[config.mk]
export PLATFORM = sky130hd
export DESIGN_NAME = hunt_the_bit_arena
export DESIGN_NICKNAME = d
export VERILOG_FILES = /design/src/rtl/hunt_the_bit_arena_pkg.sv /design/src/rtl/hunt_the_bit_arena_bcd_counter.sv /design/src/rtl/hunt_the_bit_arena.sv
export SDC_FILE = /design/constraint.sdc
export NUM_CORES = 1
export LEC_CHECK = 0
export ABC_AREA = 0
export CORE_AREA = 5 5 152 110
export CTS_BUF_LIST = sky130_fd_sc_hd__clkbuf_8
export DETAILED_ROUTE_END_ITERATION = 8
export DIE_AREA = 0 0 157 115
export GPL_TIMING_DRIVEN = 0
export PLACE_DENSITY = 0.82
export REMOVE_ABC_BUFFERS = 1
export SLEW_MARGIN = 15
export SYNTH_ARGS = -nofsm -noshare
export SYNTH_HDL_FRONTEND = slang
export SYNTH_SLANG_ARGS = --single-unit
[constraint.sdc]
create_clock -name clk -period 2.3 [get_ports clk]
set_input_delay 0.23 -clock clk [delete_from_list [all_inputs] [get_ports clk]]
set_output_delay 0.23 -clock clk [all_outputs]
set_load 0.02 [all_outputs]
[src/rtl/hunt_the_bit_arena_pkg.sv]
// hunt_pkg: shared state encoding, rotate helper and BCD digit width for the hunt-the-bit core
package hunt_pkg;
  localparam int BCD_DIGIT_W = 4;
  localparam int MAX_W = 64;
  typedef enum logic [2:0] {GAME_START, WAITING, HIT, MISS, ROTATE, LOSE_A, LOSE_B} state_t;
  // vec must be zero above bit w-1; dir=1 rotates toward the MSB
  function automatic logic [MAX_W-1:0] rot1(input logic [MAX_W-1:0] vec, input int w, input logic dir);
    logic [MAX_W-1:0] mask;
    mask = (MAX_W'(1) << w) - MAX_W'(1);
    return dir ? ((vec << 1) | (vec >> (w - 1))) & mask : ((vec >> 1) | (vec << (w - 1))) & mask;
  endfunction
endpackage

[src/rtl/hunt_the_bit_arena_bcd_counter.sv]
// bcd_counter: saturating packed-BCD up counter, digit 0 in the low nibble
module bcd_counter
  import hunt_pkg::*;
#(
  parameter int Digits = 8
) (
  input  logic                           clk,
  input  logic                           rst,
  input  logic                           inc,
  output logic [BCD_DIGIT_W*Digits-1:0]  value
);
  logic [Digits-1:0] nine;
  logic [Digits:0] carry;
  logic [BCD_DIGIT_W*Digits-1:0] value_n;
  for (genvar i = 0; i < Digits; i++) begin : g_nine
    assign nine[i] = value[i*BCD_DIGIT_W +: BCD_DIGIT_W] == 4'd9;
  end
  always_comb begin
    carry = '0;
    value_n = value;
    carry[0] = inc & ~&nine;
    for (int i = 0; i < Digits; i++) begin
      carry[i+1] = carry[i] & nine[i];
      value_n[i*BCD_DIGIT_W +: BCD_DIGIT_W] = carry[i] ? (nine[i] ? 4'd0 : value[i*BCD_DIGIT_W +: BCD_DIGIT_W] + 4'd1)
                                                       : value[i*BCD_DIGIT_W +: BCD_DIGIT_W];
    end
  end
  always_ff @(posedge clk) value <= rst ? '0 : value_n;
endmodule

[src/rtl/hunt_the_bit_arena.sv]
// hunt_the_bit_arena: rotating-LED reaction game with lives, speed-up floor and saturating BCD score
module hunt_the_bit_arena
  import hunt_pkg::*;
#(
  parameter int                 Width        = 16,
  parameter int                 ClockFreqHz  = 50_000_000,
  parameter logic [Width-1:0]   StartPattern = Width'(16'h0F00),
  parameter int                 MaxPeriod    = ClockFreqHz / 4,
  parameter int                 MinPeriod    = MaxPeriod / 64,
  parameter int                 Lives        = 3,
  parameter int                 FlashPeriod  = ClockFreqHz / 8,
  parameter int                 Digits       = 8
) (
  input  logic                           clk,
  input  logic                           rst,
  input  logic [Width-1:0]               button,
  input  logic                           dir,
  output logic [Width-1:0]               led,
  output logic [BCD_DIGIT_W*Digits-1:0]  points,
  output logic [3:0]                     lives,
  output logic                           game_over
);
  localparam int CW = $clog2(MaxPeriod > FlashPeriod ? MaxPeriod : FlashPeriod);
  localparam int PW = $clog2(MaxPeriod + 1);
  state_t state, state_n;
  logic [Width-1:0] led_state, btn_q, hit_q, pressed, hit_mask, cleared;
  logic [PW-1:0] period, half;
  logic [CW-1:0] cnt;
  logic [3:0] lives_q;
  logic miss, hit, multi, timeout, flash_end, lose;
  assign pressed = state == WAITING ? button & ~btn_q : '0;
  assign hit_mask = led_state & pressed;
  assign miss = |(pressed & ~led_state);
  assign hit = ~miss & |hit_mask;
  assign multi = |(led_state & (led_state - Width'(1)));
  assign cleared = led_state & ~hit_q;
  assign half = period >> 1;
  assign timeout = int'(cnt) == int'(period) - 1;
  assign flash_end = int'(cnt) == FlashPeriod - 1;
  assign lose = state == LOSE_A || state == LOSE_B;
  always_comb begin
    state_n = state == GAME_START ? WAITING :
              state == WAITING    ? (miss ? MISS : hit ? HIT : timeout ? ROTATE : WAITING) :
              state == HIT        ? ROTATE :
              state == MISS       ? (lives_q == 4'd1 ? LOSE_A : ROTATE) :
              state == ROTATE     ? WAITING :
              state == LOSE_A     ? (flash_end ? LOSE_B : LOSE_A) :
                                    (flash_end ? LOSE_A : LOSE_B);
  end
  always_ff @(posedge clk) begin
    state <= rst ? GAME_START : state_n;
    cnt <= rst || state_n != state ? '0 : cnt + CW'(1);
    btn_q <= rst ? '0 : button;
  end
  // hit_q holds the last WAITING hit mask so HIT can clear exactly those LEDs
  always_ff @(posedge clk)
    if (rst) hit_q <= '0;
    else if (state == WAITING) hit_q <= hit_mask;
  always_ff @(posedge clk)
    if (rst) led_state <= '0;
    else if (state == GAME_START) led_state <= StartPattern;
    else if (state == HIT && multi) led_state <= cleared == '0 ? hit_q & -hit_q : cleared;
    else if (state == ROTATE) led_state <= Width'(rot1(MAX_W'(led_state), Width, dir));
  always_ff @(posedge clk)
    if (rst) period <= PW'(MaxPeriod);
    else if (state == HIT && !multi) period <= half < PW'(MinPeriod) ? PW'(MinPeriod) : half;
  always_ff @(posedge clk)
    if (rst) lives_q <= 4'(Lives);
    else if (state == MISS && lives_q != 4'd0) lives_q <= lives_q - 4'd1;
  bcd_counter #(.Digits(Digits)) u_score (
    .clk  (clk),
    .rst  (rst),
    .inc  (state == HIT),
    .value(points)
  );
  assign led = rst || state == GAME_START ? StartPattern :
               state == LOSE_A            ? '1 :
               state == LOSE_B            ? '0 : led_state;
  assign lives = lives_q;
  assign game_over = ~rst & lose;
endmodule

=== Yosys cells after proc, flatten, opt, wreduce, memory -nomap -nowiden ===
Index checks and enable logic that the tools add are counted.

* Reductions and logical operators: 18
* $lt $le $gt $ge: 1
* Shift-type cells: 0
* Divide/modulo/power cells: 0
* Multiplexer cells: 30
* Multiply operators: 0
* Equality and inequality tests: 18
* Bitwise logic cells: 23
* $add $sub $neg: 13

{| class="wikitable"
|+ Operators with widths
! kind !! count
|-
| 16-bit 2-to-1 mux || 8
|-
| 16-bit bitwise AND || 6
|-
| 16-bit NOT || 3
|-
| 16-bit OR reduction || 3
|-
| 4-bit by 1-bit adder with 4-bit output (second input constant) || 8
|-
| 4-bit == test (second input constant) || 8
|-
| 4-bit 2-to-1 mux || 8
|-
| 25-bit == test || 1
|-
| 24-bit by 1-bit subtractor with 25-bit output (second input constant) || 1
|-
| 24-bit by 1-bit adder with 24-bit output (second input constant) || 1
|-
| 24-bit == test (second input constant) || 1
|-
| 3-bit 2-to-1 mux || 8
|-
| 23-bit by 18-bit less-than comparator with 1-bit output (second input constant) || 1
|-
| 23-bit 2-to-1 mux || 1
|-
| 16-bit zero test || 1
|-
| 16-bit negator || 1
|-
| 15-bit by 16-bit OR with 16-bit output || 1
|-
| 16-bit by 1-bit OR with 16-bit output || 1
|-
| 16-bit by 1-bit subtractor with 16-bit output (second input constant) || 1
|-
| 12-bit 2-to-1 mux || 1
|-
| 1-bit bitwise AND || 10
|-
| 3-bit == test (second input constant) || 3
|-
| 8-bit AND reduction || 1
|-
| 3-bit by 2-bit == test with 1-bit output (second input constant) || 2
|-
| 15 further kinds || 23
|}

* Memories: 0
* Register bits: 135
* Word-level logic and storage cells: 119
* Bits in latches: 0
* Bits in writable memories: 0
* Input port bits: 19
* Memory bits (read-only): 0
* Output and inout port bits: 53

=== Depth between registers and ports, before layout ===
* Depth in word-level cells: 13
* Mapped depth: 10
* Mapped depth without buffers: 9

=== By module ===
Synthesis repeated with hierarchy kept, for this count alone.

* Cells, all modules: 1001
* Area total of the unflattened synthesis: 8251.7 um2

{| class="wikitable"
|+ Modules (own cells, without submodules)
! module !! times used !! cells each !! seq. area each (um2) !! area each (um2)
|-
| hunt_the_bit_arena || 1 || 799 || 2062.0 || 6502.5
|-
| bcd_counter || 1 || 202 || 640.6 || 1749.2
|}

=== Worst setup path before layout ===
Ideal clock, no wire load.

* Kind: register to register
* Start: register led_state[3]
* End: register period[5]
* Clock period less this slack: 2478 ps
* Arrival time: 2347 ps
* Stages on the path, launching flop included: 10
* Setup slack: -178 ps
* Setup time: 131 ps
* Required time: 2169 ps
* Buffers on the path: 2
* Path through: dfxtp_1 > buf_2 > or3_4 > nand3b_4 > or4_1 > a221oi_2 > o211ai_1 > buf_4 > nor4_1 > o21ai_1

* Cells in the longest elaborated chain, start to end: 5

{| class="wikitable"
|+ Ends and longest elaborated chain
! item !! RTL line !! source
|-
| start: declaration || hunt_the_bit_arena.sv:26 || <nowiki>logic [Width-1:0] led_state, btn_q, hit_q, pressed, hit_mask, cleared;</nowiki>
|-
| start signal: assignment || hunt_the_bit_arena.sv:61 || <nowiki>else if (state == GAME_START) led_state <= StartPattern;</nowiki>
|-
| start signal: assignment || hunt_the_bit_arena.sv:62 || <nowiki>else if (state == HIT && multi) led_state <= cleared == '0 ? hit_q & -hit_q : cleared;</nowiki>
|-
| start signal: assignment || hunt_the_bit_arena.sv:63 || <nowiki>else if (state == ROTATE) led_state <= Width'(rot1(MAX_W'(led_state), Width, dir));</nowiki>
|-
| 16-bit by 1-bit subtractor with 16-bit output || hunt_the_bit_arena.sv:35 || <nowiki>assign multi = |(led_state & (led_state - Width'(1)));</nowiki>
|-
| 16-bit bitwise AND * || hunt_the_bit_arena.sv:35 ||
|-
| 16-bit OR reduction * || hunt_the_bit_arena.sv:35 ||
|-
| 1-bit zero test * || hunt_the_bit_arena.sv:66 || <nowiki>else if (state == HIT && !multi) period <= half < PW'(MinPeriod) ? PW'(MinPeriod) : half;</nowiki>
|-
| 1-bit logical AND * || hunt_the_bit_arena.sv:66 ||
|-
| end signal: assignment || hunt_the_bit_arena.sv:65 || <nowiki>if (rst) period <= PW'(MaxPeriod);</nowiki>
|-
| end signal: assignment || hunt_the_bit_arena.sv:66 ||
|-
| end: declaration || hunt_the_bit_arena.sv:27 || <nowiki>logic [PW-1:0] period, half;</nowiki>
|}

Mark *: on every way between the ends. The rest lies on a longest branch, timed or not.
A chain may end at the register's enable or synchronous reset.

=== Worst setup path after layout ===
* Start: register led_state[3]
* End: register period[13]

Same word-level chain as after synthesis.

==> impl_metrics.toml <==
[clock_network]
clock_tree_from_tritoncts = "built"
ctsHoldBuffers = 0
cts_buffer_count = 17
cts_num_sinks = 135
clock_insertion_delay_worst_skew_ns = 0.47
cts-htree-levels = 4
clkSlewWorstSetupHoldPaths_ns = 0.08
clock_tree.root_cell = "clkbuf_8"
clock_tree.buffer_depth = 2

[route]
detailedRoute.firstIterationViolations = 1219
drt-total-wl_mm = 28.8
avgRoutedWirePerCell_um = 21.8
drtAntennaViolNets = 0
via_count = 8787
detail_route.first_pass.iterations = 7
route.detailed.drc = 0
routed_via_density = 6.66

[sta]
fin_crit_share_pct = 122
report.final.slew_viol_count = 0
finalWorstSetupSlack_ns = -0.514
worst_clock_skew_ns = 0.0139
slew-limit-headroom_pct = 20.5
grt_setup_unrepaired = "yes"
setup_viol_count_final = 68
period_minus_slack_ns = 2.81
worst_pin_slew_ns = 1.19
hold_violations = 0
fmax_mhz = 355

[floorplan]
chipWidth_um = 157
die_height_um = 115
design.die.area_um2 = 18100
initial_utilization_pct = 53.9
num_rows = 38
core_area_um2 = 15200
io-pin-count = 72

[global_route]
groute.usage.overall_pct = 29.0
antenna_found_initial = 0
largest_net_degree_at_the_start_of_global_routing = 48
grt_pass1_wl_mm = 42.0
grt.overflow.total = 0
grt_pass1_vias = 8015

[yosys]
synthesis.instances = 1017
netlist_top_cells_area = "dfxtp_1 33%, nor2_1 4.9%, a21oi_1 4.5%"
synth_seq_cells = 135
ys_async_sr_fraction_pct = 0
synth_edf_count = 0
synth.top_cell.area_share_pct = 33.1
synthesis.yosys.warnings = 0
avgSynthCellArea_um2 = 8.04
syn_area_um2 = 8170
synth-seq-area-share_pct = 33.1
yosysTopAreaCell = "dfxtp_1"
ys.flop_type = "dfxtp_1"
synth.distinct_cells = 86

[cells_and_area]
total_inserted_antenna_cells = 0
area_growth_syn_to_layout_pct = 34.4
layout.cells.most_common_list = "101 x dfxtp_1, 100 x nor2_1, 65 x nand2_1, 61 x a21oi_1, 53 x clkdlybuf4s50_1"
drive_gt1_share_pct = 27.1
leading_cell_type_in_the_layout_fill_and_taps_excluded = "dfxtp_1"
num-fill-cells = 978
final_core_area_utilization_pct = 72.4
nNetsFinal = 1130

[pwr]
peakVddDrop_uv = 756
power.density_nw_per_um2 = 1200
p_leak_nw = 3.72

[critical_path]
required_ns = 2.62
endpoint_kind = "flip-flop"
critical_path_type = "flip-flop to flip-flop"
critical_path_arrival_ns = 3.14
setup.worst_path.start_class = "flip-flop"
worstPathMaxFanout = 5

[min_path]
worst_hold_path_type = "primary input to flip-flop"

[flow_run]
maxCapViolCount = 0

[place]
hpwlAfterDp_mm = 15.4
dp_worst_setup_slack_ns = -1.30
port_buffers = 71
place.gp.congestion = 0.892

[status]
failed_checks = "setup timing"
outcome = "finished, violations left"
through the flow:
stage                     hold WS (ns)  instance area, um2  instances  TNS [ns]  total power [mW]
after CTS                        0.204               10400       1293    -17.68              11.9
after floorplan                  0.298                7820        936    -45.17              5.52
after detailed placement         0.469                8900       1216    -85.94              6.95
after global routing             0.238               11000       1320    -25.51              13.6
after global placement           0.465                8780       1207   -312.92              6.27
final                            0.238               11000       1320    -22.69              13.2
repair_timing:
| action | CTS | global route |
|---|---|---|
| endpoints found under the setup margin | 115 | 91 |
| buffers inserted | 38 | 29 |
| endpoints found under the hold margin | 0 | 0 |
| cloned | 7 | 3 |
| pin swaps | 44 | 47 |
| gates resized for setup | 160 | 117 |
registers in the layout, indices dropped and copies added, names as in the netlist:
signal / cells
lives: 4
btn_q: 16
period: 24
u_score.value: 32
led_state: 16
state: 3
cnt: 24
hit_q: 16
synthesized netlist by cell type, types with 17 or more instances:
cell	n
nor4_1	20
xnor2_1	34
clkbuf_1	56
nor2_1	106
nand2_1	68
nand4_1	27
nand3_1	31
xor2_1	37
nor2b_1	37
nand2b_1	17
a21oi_1	73
nor3b_1	24
a211oi_1	32
dfxtp_1	135
inv_1	22
nor3_1	30
o21ai_0	38
path summary, 6_finish.rpt:
path	slack, ns	end	cells past startpoint	start
min	0.24	u_score.value[26]	2	rst
min reg2reg	0.49	led_state[15]	1	hit_q[15]
max reg2reg	-0.51	period[13]	10	led_state[3]
max	-0.51	period[13]	10	led_state[3]
metal layers:
| layer | share of wire (%) | up-vias | wire length, um | track usage [%] |
|---|---|---|---|---|
| met4 | 4.3 | 0 | 1240 | 10.9 |
| met2 | 43 | 631 | 12200 | 42.3 |
| li1 | - | 3900 | - | - |
| met1 | 40 | 4121 | 11500 | 39.3 |
| met5 | 0 | - | 0 | 0 |
| met3 | 13 | 135 | 3790 | 10.6 |
critical path, stage by stage (launching register included):
cell and delay (ns):
dfxtp_4 0.35, or3_4 0.41, nand3b_4 0.17, or4_4 0.45, a221oi_4 0.25, o211ai_1 0.20, buf_6 0.20, buf_12 0.14
buf_12 0.14, nor4b_4 0.26, o21ai_1 0.11
area by class of cell:
cell class	instances	area (um2)	share of cell area [%]
multi-input cells	783	5980	54.4
clock buffers	19	262	2.38
clock inverters	13	201	1.83
flip-flops and latches	135	2770	25.2
well taps	200	250	2.28
inverters	23	95.1	0.865
repair buffers	147	1430	13.0
report_power, final:
| group | total, mW | switching (mW) | internal [mW] |
|---|---|---|---|
| combinational | 7.44 | 4.29 | 3.15 |
| clock | 2.33 | 0.991 | 1.34 |
| sequential | 3.40 | 0.764 | 2.63 |
cell families (layout without fill, tap and decap cells):
logic type | Yosys count | after routing | share of synthesized area (%)
muxes | 18 | 18 | 2.23
adders and majority gates | 5 | 5 | 0.735
DFF | 135 | 135 | 33.1
and+or+nand+nor | 455 | 457 | 31.9
xor gates and xnor gates | 71 | 71 | 7.61
buffers and inverters | 104 | 202 | 5.37
AOI/OAI and AO/OA | 229 | 232 | 19.1
No activity file was read; power rests on OpenSTA's default activity.
==> patch 1: new RTL, same flow settings <==
Encoding of `state_t`: now Gray code (3 bits for 7 states).
--- a/src/rtl/hunt_the_bit_arena_pkg.sv
+++ b/src/rtl/hunt_the_bit_arena_pkg.sv
@@ -2,7 +2,7 @@
 package hunt_pkg;
   localparam int BCD_DIGIT_W = 4;
   localparam int MAX_W = 64;
-  typedef enum logic [2:0] {GAME_START, WAITING, HIT, MISS, ROTATE, LOSE_A, LOSE_B} state_t;
+  typedef enum logic [2:0] {GAME_START = 3'b000, WAITING = 3'b001, HIT = 3'b011, MISS = 3'b010, ROTATE = 3'b110, LOSE_A = 3'b111, LOSE_B = 3'b101} state_t;
   // vec must be zero above bit w-1; dir=1 rotates toward the MSB
   function automatic logic [MAX_W-1:0] rot1(input logic [MAX_W-1:0] vec, input int w, input logic dir);
     logic [MAX_W-1:0] mask;
Function: no difference found for any inputs over 10 cycles, from zero or initial values and one cycle with rst high; not proved beyond that.
==> patch 1 against the unedited design <==
- wire length is 5.7% lower
- non-clock buffer count fell by 27
- highest routed layer unchanged
- utilization is 3.2 points lower
- setup slack worse by 460 ps
- the flow still finishes with violations (negative setup slack)
- sequential share of layout area rose by 1.6 points
- final cell count shrank 0.15%
- design area decreased by 4.4%
- synthesized area decreased by 1.4%
- first-iteration DRC count down 7.2%
- sequential cell count stayed put
- clock skew up 6.1 ps
Power is not compared: it rests on default switching activity, and its combinational part moved more than twofold at a synthesized area within 25%.
==> patch 1: results (changes against the unedited design) <==
Cells and area:
- The number of nets in the finished design is 1,128 (-0.18%).
- The post-layout instance count excluding filler cells came to 1,318 (-0.15%).

Run status:
- The final reports fail on negative setup slack.
- The flow ran to the end, but the final reports show violations.

Placed design:
- The post-placement cell count was 1,232 (+1.3%).
- The total placed instance area was 8702 um^2 (-2.3%).
- The post-DP HPWL is 15,300 um (-0.52%).
- The setup slack at placement is -1664 ps (-361.5 ps).

STA:
- The post-route clock skew is 20.01 ps (+6.110 ps).
- The count of final setup violators came to 70 (+2.9%).
- The worst max-slew margin expressed relative to the limit came to 27.83% (+7.3 points).
- The final worst hold slack was 148.0 ps (-89.79 ps).
- The final worst-path setup slack was -975.1 ps (-460.8 ps).

Critical path:
- The source of the critical timing path is period[8].
- The delay of the slowest cell on the worst path is 580 ps (+130 ps).
- The data arrival at the endpoint of the critical path is 3620 ps (+480 ps).

Logic synthesis:
- The number of distinct library cells after synthesis is 71 (-17%).
- Yosys attributes the largest share of cell area to sky130_fd_sc_hd__dfxtp_1, sky130_fd_sc_hd__nor2_1, sky130_fd_sc_hd__xnor2_1, sky130_fd_sc_hd__a21oi_1, sky130_fd_sc_hd__nand2_1.
- The per-instance average area after synthesis came to 7.726 um^2 (-3.9%).
- The sequential fraction of the synthesis area was 33.54% (+0.48 points).

Global routing:
- The via count of the first global-routing pass is 7,551 (-5.8%).
- The pin count of the biggest net entering global routing is 80 (+67%).
- The first-pass GRT wire length was 39,050 um (-7.1%).

Hold path:
- The worst hold path endpoint is u_score.value[11].

Clock network:
- The post-CTS resize count is 116 (-28%).
==> patch 1: logic make-up (layout without fill, tap and decap cells) <==
family	count (synthesis)	count (layout)	share of synthesized area [%]
xor+xnor	71	71	7.717
simple gates	485	490	32.13
flops	135	135	33.54
mux	21	21	2.655
fa+ha+maj	4	4	0.6211
buf+inv	111	180	5.605
compound gates	216	217	17.73
==> patch 1: area by class of cell <==
cell class	instances	area, um^2	share of cell area [%]
multi-input combinational	803	5737	54.60
sequential	135	2819	26.83
timing repair buffer	120	1204	11.46
inverter	28	105.1	1.000
clock buffer	17	234.0	2.227
tap	200	250.2	2.382
clock inverter	15	157.7	1.501
==> patch 1: layer usage <==
layer / routed length [um] / track usage [%]
met5: 0 / 0
met4: 1014 / 9.191
met3: 3590 / 8.691
met2: 11330 / 38.60
met1: 11190 / 37.74
==> patch 1: where the power goes <==
part	internal [mW]	switching [mW]	total, mW
sequential	2.52	0.411	2.93
combinational	1.43	2.15	3.58
clock	0.897	1.15	2.04
total	4.84	3.71	8.55
==> patch 2: new RTL, same settings <==
Made on the original files. Set the parameter `Width` to 14 (it was 16).
--- a/src/rtl/hunt_the_bit_arena.sv
+++ b/src/rtl/hunt_the_bit_arena.sv
@@ -2,7 +2,7 @@
 module hunt_the_bit_arena
   import hunt_pkg::*;
 #(
-  parameter int                 Width        = 16,
+  parameter int                 Width        = 14,
   parameter int                 ClockFreqHz  = 50_000_000,
   parameter logic [Width-1:0]   StartPattern = Width'(16'h0F00),
   parameter int                 MaxPeriod    = ClockFreqHz / 4,
Interface: changed (resized button and led); port bits go from 72 to 68. No check against the original RTL was run, so the function may have changed too.
==> patch 2 against the unedited design <==
- the flow still finishes with violations (negative setup slack)
- first-iteration DRC count decreased by 30%
- sequential cell count shrank 6
- critical path type unchanged
- setup slack worse by 360 ps
- sequential share of layout area is 0.50 points higher
- wire length is 20% lower
- design area is 6.8% lower
- highest routed layer unchanged
- synthesized area is 5.0% lower
- critical endpoint is now cnt[18]
Power is not compared: it rests on default switching activity, and its combinational part moved more than twofold at a synthesized area within 25%.
==> patch 2: results (changes against the unedited design) <==
STA:
- The final worst-path setup slack came to -875.3 ps (-360.9 ps).
- The count of final setup violators is 64 (-5.9%).
- The summed negative setup slack over all endpoints is -32,480 ps (-9788 ps).
- The worst max-slew margin expressed relative to the limit is 25.84% (+5.3 points).

Run status:
- The checks that failed: negative setup slack.
- The flow ran to the end, but the final reports show violations.

Placed design:
- The post-DP HPWL was 13,510 um (-12%).
- The number of port buffers is 67 (-5.6%).
- The setup slack at placement was -1588 ps (-285.2 ps).
- The total placed instance area is 8498 um^2 (-4.6%).

Global routing:
- The pin count of the biggest net entering global routing was 82 (+71%).
- The first-pass GRT wire length was 36,410 um (-13%).
- The total routing resource utilization after global routing came to 24.62% (-4.4 points).
- The met1 usage in global routing came to 35.09% (-4.2 points).
- The via count of the first global-routing pass is 7,167 (-11%).

Logic synthesis:
- The number of distinct library cells after synthesis is 73 (-15%).
- The number of standard cells after synthesis is 969 (-4.7%).
- Counting instances in the post-synthesis netlist gives the leading cell types as sky130_fd_sc_hd__dfxtp_1, sky130_fd_sc_hd__nor2_1, sky130_fd_sc_hd__nand2_1.

Cells and area:
- The fraction of final layout cells with drive strength greater than 1 is 22.07% (-5.1 points).
- The total of fill cells in the finished design is 1,151 (+18%).
- Compared with the post-synthesis result, the final layout area differs by 31.81%.

Critical path:
- In this run the critical register-to-register path is captured at cnt[18].
- The master of the slowest instance on the critical path is sky130_fd_sc_hd__or4b_4.
- The data arrival at the endpoint of the critical path is 3490 ps (+350 ps).
- The delay of the slowest cell on the worst path is 520 ps (+70 ps).

Routing:
- The number of DRC markers in iteration 0 is 853 (-30%).
- The mean routed wirelength per cell came to 18.18 um (-17%).
- The final routed wirelength across all metal layers is 23,000 um (-20%).
patch 2: changes by cell type after synthesis, moves of 13 or more:
cell                       delta
sky130_fd_sc_hd__a211oi_1    -18
sky130_fd_sc_hd__a21oi_1     -21
sky130_fd_sc_hd__and3b_1     +13
sky130_fd_sc_hd__buf_2       -13
sky130_fd_sc_hd__nand2_1     +13
sky130_fd_sc_hd__nor3_2      +21
sky130_fd_sc_hd__o21ai_0     -20
sky130_fd_sc_hd__xnor2_1     +13
patch 2: power groups by stage:
stage / registers [mW] / clock network [mW] / logic (mW)
floorplan: 2.74 / 0 / 1.63
global placement: 2.86 / 0 / 2.10
detailed placement: 2.86 / 0 / 2.27
CTS: 2.85 / 2.19 / 3.09
global route: 2.94 / 2.30 / 3.76
finish: 2.91 / 2.18 / 3.54
patch 2: what timing repair did:
item | CTS | global route
setup endpoints to repair | 111 | 89
buffers inserted | 38 | 17
resized for setup | 117 | 56
hold endpoints to repair | 0 | 0
gates cloned | 8 | 1
pin swaps | 39 | 13
patch 2: kinds of logic (layout without fill, tap and decap cells):
logic type	Yosys count	count (layout)	synth area share (%)
XOR/XNOR	77	77	8.682
AND/OR/NAND/NOR	483	484	35.58
adder cells (fa/ha/maj)	7	7	1.063
flip-flops	129	129	33.25
multiplexers	20	20	2.658
AO/OA/AOI/OAI	162	163	14.00
buffers and inverters	91	185	4.768
patch 2: worst min path at each step:
stage | cells after the start | from | end | slack, ps
after floorplan | 1 | rst | hit_q[0] | 300
after global placement | 2 | hit_q[4] | hit_q[4] | 460
after detailed placement | 2 | hit_q[4] | hit_q[4] | 470
after CTS | 2 | rst | period[22] | 150
after global routing | 2 | rst | period[22] | 150
final | 2 | rst | period[22] | 170
patch 2: stage by stage:
stage / hold slack (ps) / power [mW]
after floorplan: 299.1 / 4.369
after global placement: 462.9 / 4.954
after CTS: 149.8 / 8.128
after detailed placement: 474.5 / 5.130
final: 168.4 / 8.631
after global routing: 150.8 / 9.002
patch 2: per-layer routing:
| layer | vias to the layer above | part of all wire (%) |
|---|---|---|
| li1 | 3640 | - |
| met1 | 3662 | 45 |
| met2 | 380 | 43 |
| met3 | 52 | 10 |
| met4 | 0 | 2.0 |
| met5 | - | 0 |
patch 2: cell type report:
| cell class | instances | share of cell area, % |
|---|---|---|
| clock buffers | 20 | 2.688 |
| well taps | 200 | 2.444 |
| multi-input cells | 751 | 52.43 |
| inverters | 20 | 0.7577 |
| repair buffers | 133 | 14.40 |
| flip-flops and latches | 129 | 25.69 |
| clock inverters | 12 | 1.601 |
